## src/rtl/inst_loader.sv

```systemverilog
// -----------------------------------------------------------------------------
// inst_loader
//
// Hardware program loader for the byte-addressed instruction RAM. It accepts a
// framed byte stream over a valid/ready handshake and issues one RAM byte
// write per payload byte. The pipeline stays in reset (cpu_hold=1) until the
// whole image has been written and accepted.
//
// Frame: header byte N (word count), 4*N payload bytes, and, when
// LOADER_CHECKSUM_EN is defined, one trailing XOR checksum byte.
//
// Optional feature macro: LOADER_CHECKSUM_EN
//   defined   : checksum byte is expected and checked (CSUM state present)
//   undefined : PAYLOAD goes straight to DONE after the last byte
//
// Ports:
//   CLK        in   system clock, rising edge
//   CLR        in   synchronous active-high reset
//   start      in   load start pulse (honoured in IDLE, DONE, ERR)
//   in_valid   in   in_data holds a valid stream byte
//   in_data    in   [7:0] stream byte
//   in_ready   out  loader accepts a byte this cycle (registered)
//   mem_we     out  RAM byte write strobe (one cycle per payload byte)
//   mem_addr   out  [ADDR_W-1:0] RAM byte address
//   mem_data   out  [7:0] RAM write data
//   cpu_hold   out  pipeline held in reset while high
//   done       out  image loaded and accepted
//   error      out  load aborted
//   byte_count out  [ADDR_W:0] payload bytes written so far
// -----------------------------------------------------------------------------
module inst_loader #(
    parameter int MEM_DEPTH = 256,
    parameter int ADDR_W    = 8,
    parameter int BASE_ADDR = 0
) (
    input  logic              CLK,
    input  logic              CLR,
    input  logic              start,
    input  logic              in_valid,
    input  logic [7:0]        in_data,
    output logic              in_ready,
    output logic              mem_we,
    output logic [ADDR_W-1:0] mem_addr,
    output logic [7:0]        mem_data,
    output logic              cpu_hold,
    output logic              done,
    output logic              error,
    output logic [ADDR_W:0]   byte_count
);

    localparam int CNT_W = ADDR_W + 1;

`ifdef LOADER_CHECKSUM_EN
    typedef enum logic [2:0] {
        ST_IDLE    = 3'd0,
        ST_HDR     = 3'd1,
        ST_PAYLOAD = 3'd2,
        ST_CSUM    = 3'd3,
        ST_DONE    = 3'd4,
        ST_ERR     = 3'd5
    } state_t;
`else
    typedef enum logic [2:0] {
        ST_IDLE    = 3'd0,
        ST_HDR     = 3'd1,
        ST_PAYLOAD = 3'd2,
        ST_DONE    = 3'd4,
        ST_ERR     = 3'd5
    } state_t;
`endif

`ifdef LOADER_CHECKSUM_EN
    // Running XOR checksum: fold one payload byte into the accumulator.
    function automatic logic [7:0] csum_next(input logic [7:0] acc,
                                             input logic [7:0] b);
        return acc ^ b;
    endfunction
`endif

    state_t             state_r;
    state_t             state_next_s;

    logic               in_ready_r;
    logic               mem_we_r;
    logic [ADDR_W-1:0]  mem_addr_r;
    logic [7:0]         mem_data_r;
    logic               cpu_hold_r;
    logic               done_r;
    logic               error_r;
    logic [CNT_W-1:0]   byte_count_r;
    logic [CNT_W-1:0]   total_r;
`ifdef LOADER_CHECKSUM_EN
    logic [7:0]         csum_r;
`endif

    logic               accept_s;
    logic [31:0]        hdr_span_s;
    logic               hdr_bad_s;
    logic [CNT_W-1:0]   count_inc_s;
    logic               last_byte_s;

    // Handshake and header/payload decode shared by the FSM and datapath.
    always_comb begin
        accept_s    = in_valid & in_ready_r;
        // Image end address computed wide so large N never aliases below MEM_DEPTH.
        hdr_span_s  = 32'(BASE_ADDR) + {22'd0, in_data, 2'b00};
        hdr_bad_s   = (in_data == 8'd0) || (hdr_span_s > 32'(MEM_DEPTH));
        count_inc_s = byte_count_r + {{ADDR_W{1'b0}}, 1'b1};
        last_byte_s = (count_inc_s == total_r);
    end

    // Next-state logic.
    always_comb begin
        state_next_s = state_r;
        case (state_r)
            ST_IDLE: begin
                if (start) begin
                    state_next_s = ST_HDR;
                end else begin
                    state_next_s = ST_IDLE;
                end
            end
            ST_HDR: begin
                if (accept_s) begin
                    if (hdr_bad_s) begin
                        state_next_s = ST_ERR;
                    end else begin
                        state_next_s = ST_PAYLOAD;
                    end
                end else begin
                    state_next_s = ST_HDR;
                end
            end
            ST_PAYLOAD: begin
                if (accept_s && last_byte_s) begin
`ifdef LOADER_CHECKSUM_EN
                    state_next_s = ST_CSUM;
`else
                    state_next_s = ST_DONE;
`endif
                end else begin
                    state_next_s = ST_PAYLOAD;
                end
            end
`ifdef LOADER_CHECKSUM_EN
            ST_CSUM: begin
                if (accept_s) begin
                    if (in_data == csum_r) begin
                        state_next_s = ST_DONE;
                    end else begin
                        state_next_s = ST_ERR;
                    end
                end else begin
                    state_next_s = ST_CSUM;
                end
            end
`endif
            ST_DONE: begin
                if (start) begin
                    state_next_s = ST_HDR;
                end else begin
                    state_next_s = ST_DONE;
                end
            end
            ST_ERR: begin
                if (start) begin
                    state_next_s = ST_HDR;
                end else begin
                    state_next_s = ST_ERR;
                end
            end
            default: begin
                state_next_s = ST_IDLE;
            end
        endcase
    end

    // State register.
    always_ff @(posedge CLK) begin
        if (CLR) begin
            state_r <= ST_IDLE;
        end else begin
            state_r <= state_next_s;
        end
    end

    // Status outputs are decoded from the next state so they line up with it.
    always_ff @(posedge CLK) begin
        if (CLR) begin
            in_ready_r <= 1'b0;
            cpu_hold_r <= 1'b1;
            done_r     <= 1'b0;
            error_r    <= 1'b0;
        end else begin
`ifdef LOADER_CHECKSUM_EN
            in_ready_r <= (state_next_s == ST_HDR) || (state_next_s == ST_PAYLOAD) ||
                          (state_next_s == ST_CSUM);
`else
            in_ready_r <= (state_next_s == ST_HDR) || (state_next_s == ST_PAYLOAD);
`endif
            cpu_hold_r <= (state_next_s != ST_DONE);
            done_r     <= (state_next_s == ST_DONE);
            error_r    <= (state_next_s == ST_ERR);
        end
    end

    // RAM write port, byte counter and frame length; address/data hold between writes.
    always_ff @(posedge CLK) begin
        if (CLR) begin
            mem_we_r     <= 1'b0;
            mem_addr_r   <= {ADDR_W{1'b0}};
            mem_data_r   <= 8'd0;
            byte_count_r <= {CNT_W{1'b0}};
            total_r      <= {CNT_W{1'b0}};
        end else begin
            mem_we_r <= accept_s && (state_r == ST_PAYLOAD);
            if (accept_s && (state_r == ST_HDR) && !hdr_bad_s) begin
                byte_count_r <= {CNT_W{1'b0}};
                // Header check guarantees 4*N fits in the counter width.
                total_r      <= CNT_W'({in_data, 2'b00});
            end else if (accept_s && (state_r == ST_PAYLOAD)) begin
                mem_addr_r <= ADDR_W'(BASE_ADDR) + byte_count_r[ADDR_W-1:0];
                mem_data_r <= in_data;
                if (byte_count_r != total_r) begin
                    byte_count_r <= count_inc_s;
                end else begin
                    byte_count_r <= byte_count_r;
                end
            end else begin
                byte_count_r <= byte_count_r;
            end
        end
    end

`ifdef LOADER_CHECKSUM_EN
    // Checksum accumulator: cleared on a good header, folds each payload byte.
    always_ff @(posedge CLK) begin
        if (CLR) begin
            csum_r <= 8'd0;
        end else if (accept_s && (state_r == ST_HDR) && !hdr_bad_s) begin
            csum_r <= 8'd0;
        end else if (accept_s && (state_r == ST_PAYLOAD)) begin
            csum_r <= csum_next(csum_r, in_data);
        end else begin
            csum_r <= csum_r;
        end
    end
`endif

    assign in_ready   = in_ready_r;
    assign mem_we     = mem_we_r;
    assign mem_addr   = mem_addr_r;
    assign mem_data   = mem_data_r;
    assign cpu_hold   = cpu_hold_r;
    assign done       = done_r;
    assign error      = error_r;
    assign byte_count = byte_count_r;

endmodule
```

## config.mk

```make
export PLATFORM = sky130hd
export DESIGN_NAME = inst_loader
export DESIGN_NICKNAME = d
export VERILOG_FILES = /design/src/rtl/inst_loader.sv
export SDC_FILE = /design/constraint.sdc
export NUM_CORES = 1
export LEC_CHECK = 0
export ABC_AREA = 1
export BUFFER_PORTS_ARGS = -buffer_cell sky130_fd_sc_hd__buf_2
export CAP_MARGIN = 0
export CORE_MARGIN = 5
export CORE_UTILIZATION = 37
export DETAILED_ROUTE_END_ITERATION = 6
export PLACE_DENSITY = 0.58
export SLEW_MARGIN = 20
export SYNTH_ARGS = -nofsm -noshare
export SYNTH_HDL_FRONTEND = slang
export SYNTH_SLANG_ARGS = --single-unit
export TNS_END_PERCENT = 10
```

## constraint.sdc

```tcl
create_clock -name CLK -period 3.4 [get_ports CLK]
set_input_delay 0.34 -clock CLK [delete_from_list [all_inputs] [get_ports CLK]]
set_output_delay 0.34 -clock CLK [all_outputs]
set_load 0.01 [all_outputs]
```

==> out/metrics.yaml <==
start_util_pct: 37.4
power_frac_comb_pct: 5.2
r2r_start: "byte_count[0]"
met1_usage_pct: 21.4
cts_setup_buffers: 0
cts_buffer_depth: 2
grt_use_total_pct: 15.5
maxSlewViolCount: 0
gp_routability_congestion: 0.826
grt_antenna_before_repair: 0
die_y_um: 81.4
clock_skew_ps: 6.91
coreArea_um2: 5040
power.share.switching_pct: 22.8
grt_pass1_wl_mm: 7.85
cts-root-buf: "clkbuf_8"
clk_pin_slew_ps: 80
synth_area_um2: 1880
cp.arrival_ps: 2060
p_seq_share_pct: 56.3
cp-end-kind: "flop"
worstSkewPairLatency_ps: 290
drt-wirelength-per-cell_um: 12.5
ir_drop_mv: 0.262
setup_viol: 0
synthDistinctLibCells: 28
ys_seq_area_share_pct: 42.5
area_growth_pct: 18.9
leakage_nw: 1.05
hold_path_class: "in2reg"
design_area_um2: 2240
syn_inst: 266
grt_use_met3_pct: 3.99
ioPinCount: 42
fin_util_pct: 44.4
portBuffers: 41
firstDrtPassIters: 4
ys_warn_count: 0
tightest_slew_ps: 638
fin_ws_ps: 1520
die_x_um: 81.4
ys_async_sr_fraction_pct: 0
cp-start-kind: "input pin"
grt_max_degree: 25
period_share_pct: 55.2
post_dp_cell_area_um2: 2150
dp_hpwl_mm: 3.50
synth_flop_cell: "dfxtp_1"
first_iter_violations: 165
path_class: "in2reg"
max-cap-violations: 0
whs_ps: 305
crit_required_ps: 3580
drive_above_1_share_pct: 18.8
met2_usage_pct: 22.8
power.internal_uw: 654
min_period_ps: 1880
antennaDiodeCount: 0
cp_max_fo: 16
relSlewSlack_pct: 57.2
clkPwrFrac_pct: 38.5
clock-sinks: 40
p_per_area_nw_per_um2: 378
syn_nets: 281
busiest_layer: "met2"
setup_tns_ps: 0
grt_pass1_vias: 1676
power.net_switching_uw: 193
cts_tree: "done"
rsz0062_at_grt: "false"
drt_wl_total_mm: 4.75
synth_edf_count: 0
cts-buffers-inserted: 5
ant_nets: 0
outcome: "completed"
syn_area_per_cell_um2: 7.08
viasPerCell: 4.74
die-area_um2: 6620
final_cell_mix: "48 x nand2_1, 41 x buf_2, 40 x dfxtp_1"
clock.fmax_ghz: 0.533
min_from: "in_data[7]"
synth_seq_cells: 40
vias: 1795
pre_cts_ws_ps: 1220
final_common_cell: "nand2_1"
crit_start: "in_data[4]"
hold_violations: 0
holdBufCountCts: 0
rows: 26
htreeDepth: 2
cts-resized-gates: 0
grt-ovfl-total: 0
layout.nets: 323
drc_errors: 0
[final timing paths]
path                            cells after the start            end  slack [ps]
worst max register to register                     13       cpu_hold        1530
worst min-delay path                                3    mem_data[7]         300
worst min register to register                      2     total_r[3]         490
worst max-delay path                               11  byte_count[7]        1520
[registers in the layout, summed over array words and instances, names as in the netlist]
name	cells
byte_count	9
cpu_hold	1
done	1
error	1
in_ready	1
mem_addr	8
mem_data	8
mem_we	1
state_r	3
total_r	7
[per-stage QoR]
stage / total power, mW / cells
floorplan: 0.512 / 266
global placement: 0.531 / 371
detailed placement: 0.531 / 371
CTS: 0.859 / 379
global route: 0.886 / 379
finish: 0.847 / 379
[cell families after synthesis]
kind of cell,share of synthesized area (%)
XOR/XNOR,2.79
adder cells (fa/ha/maj),1.99
AO/OA/AOI/OAI,18.3
flip-flops,42.5
buffers and inverters,7.83
AND/OR/NAND/NOR,26.6
[routing by layer]
metal	share of wire [%]	vias to the layer above
met4	0.86	0
met5	0	-
met2	45	33
met1	51	809
met3	3.6	4
li1	-	949
[synth_stat cells (all sizes together) (2+ instances only)]
cell type / number / area [um2]
xnor2: 2 / 17.5
nor3: 2 / 10.0
buf: 4 / 23.8
nor2: 40 / 170
xor2: 4 / 35.0
clkbuf: 3 / 11.3
ha: 3 / 37.5
nand3: 20 / 100
dfxtp: 40 / 801
nand2: 51 / 199
inv: 29 / 109
o21ai: 33 / 165
a21oi: 27 / 135
[worst max-delay path, stage by stage]
cell and delay (ps):
buf_2 120, nor2_1 100, nand3_1 90, a21oi_1 120, o21ai_0 120, nor2_1 140, nand3_1 400, nand2_1 320
inv_1 150, o21ai_0 100, a21oi_1 60
[final cells by class]
cell class              count  area (um2)
clock buffers               8        90.1
fillers                   552        2800
inverters                  30         113
multi-input cells         189         936
flip-flops and latches     40         801
well taps                  70        87.6
repair buffers             42         213
[power by group through the flow]
stage / logic, mW / registers (mW) / clock network [mW]
6_report: 0.0436 / 0.477 / 0.326
5_1_grt: 0.0499 / 0.477 / 0.359
4_1_cts: 0.0440 / 0.477 / 0.338
3_5_place_dp: 0.0438 / 0.488 / 0
3_3_place_gp: 0.0436 / 0.488 / 0
2_1_floorplan: 0.0244 / 0.488 / 0
Power figures use the tool's default switching activity.
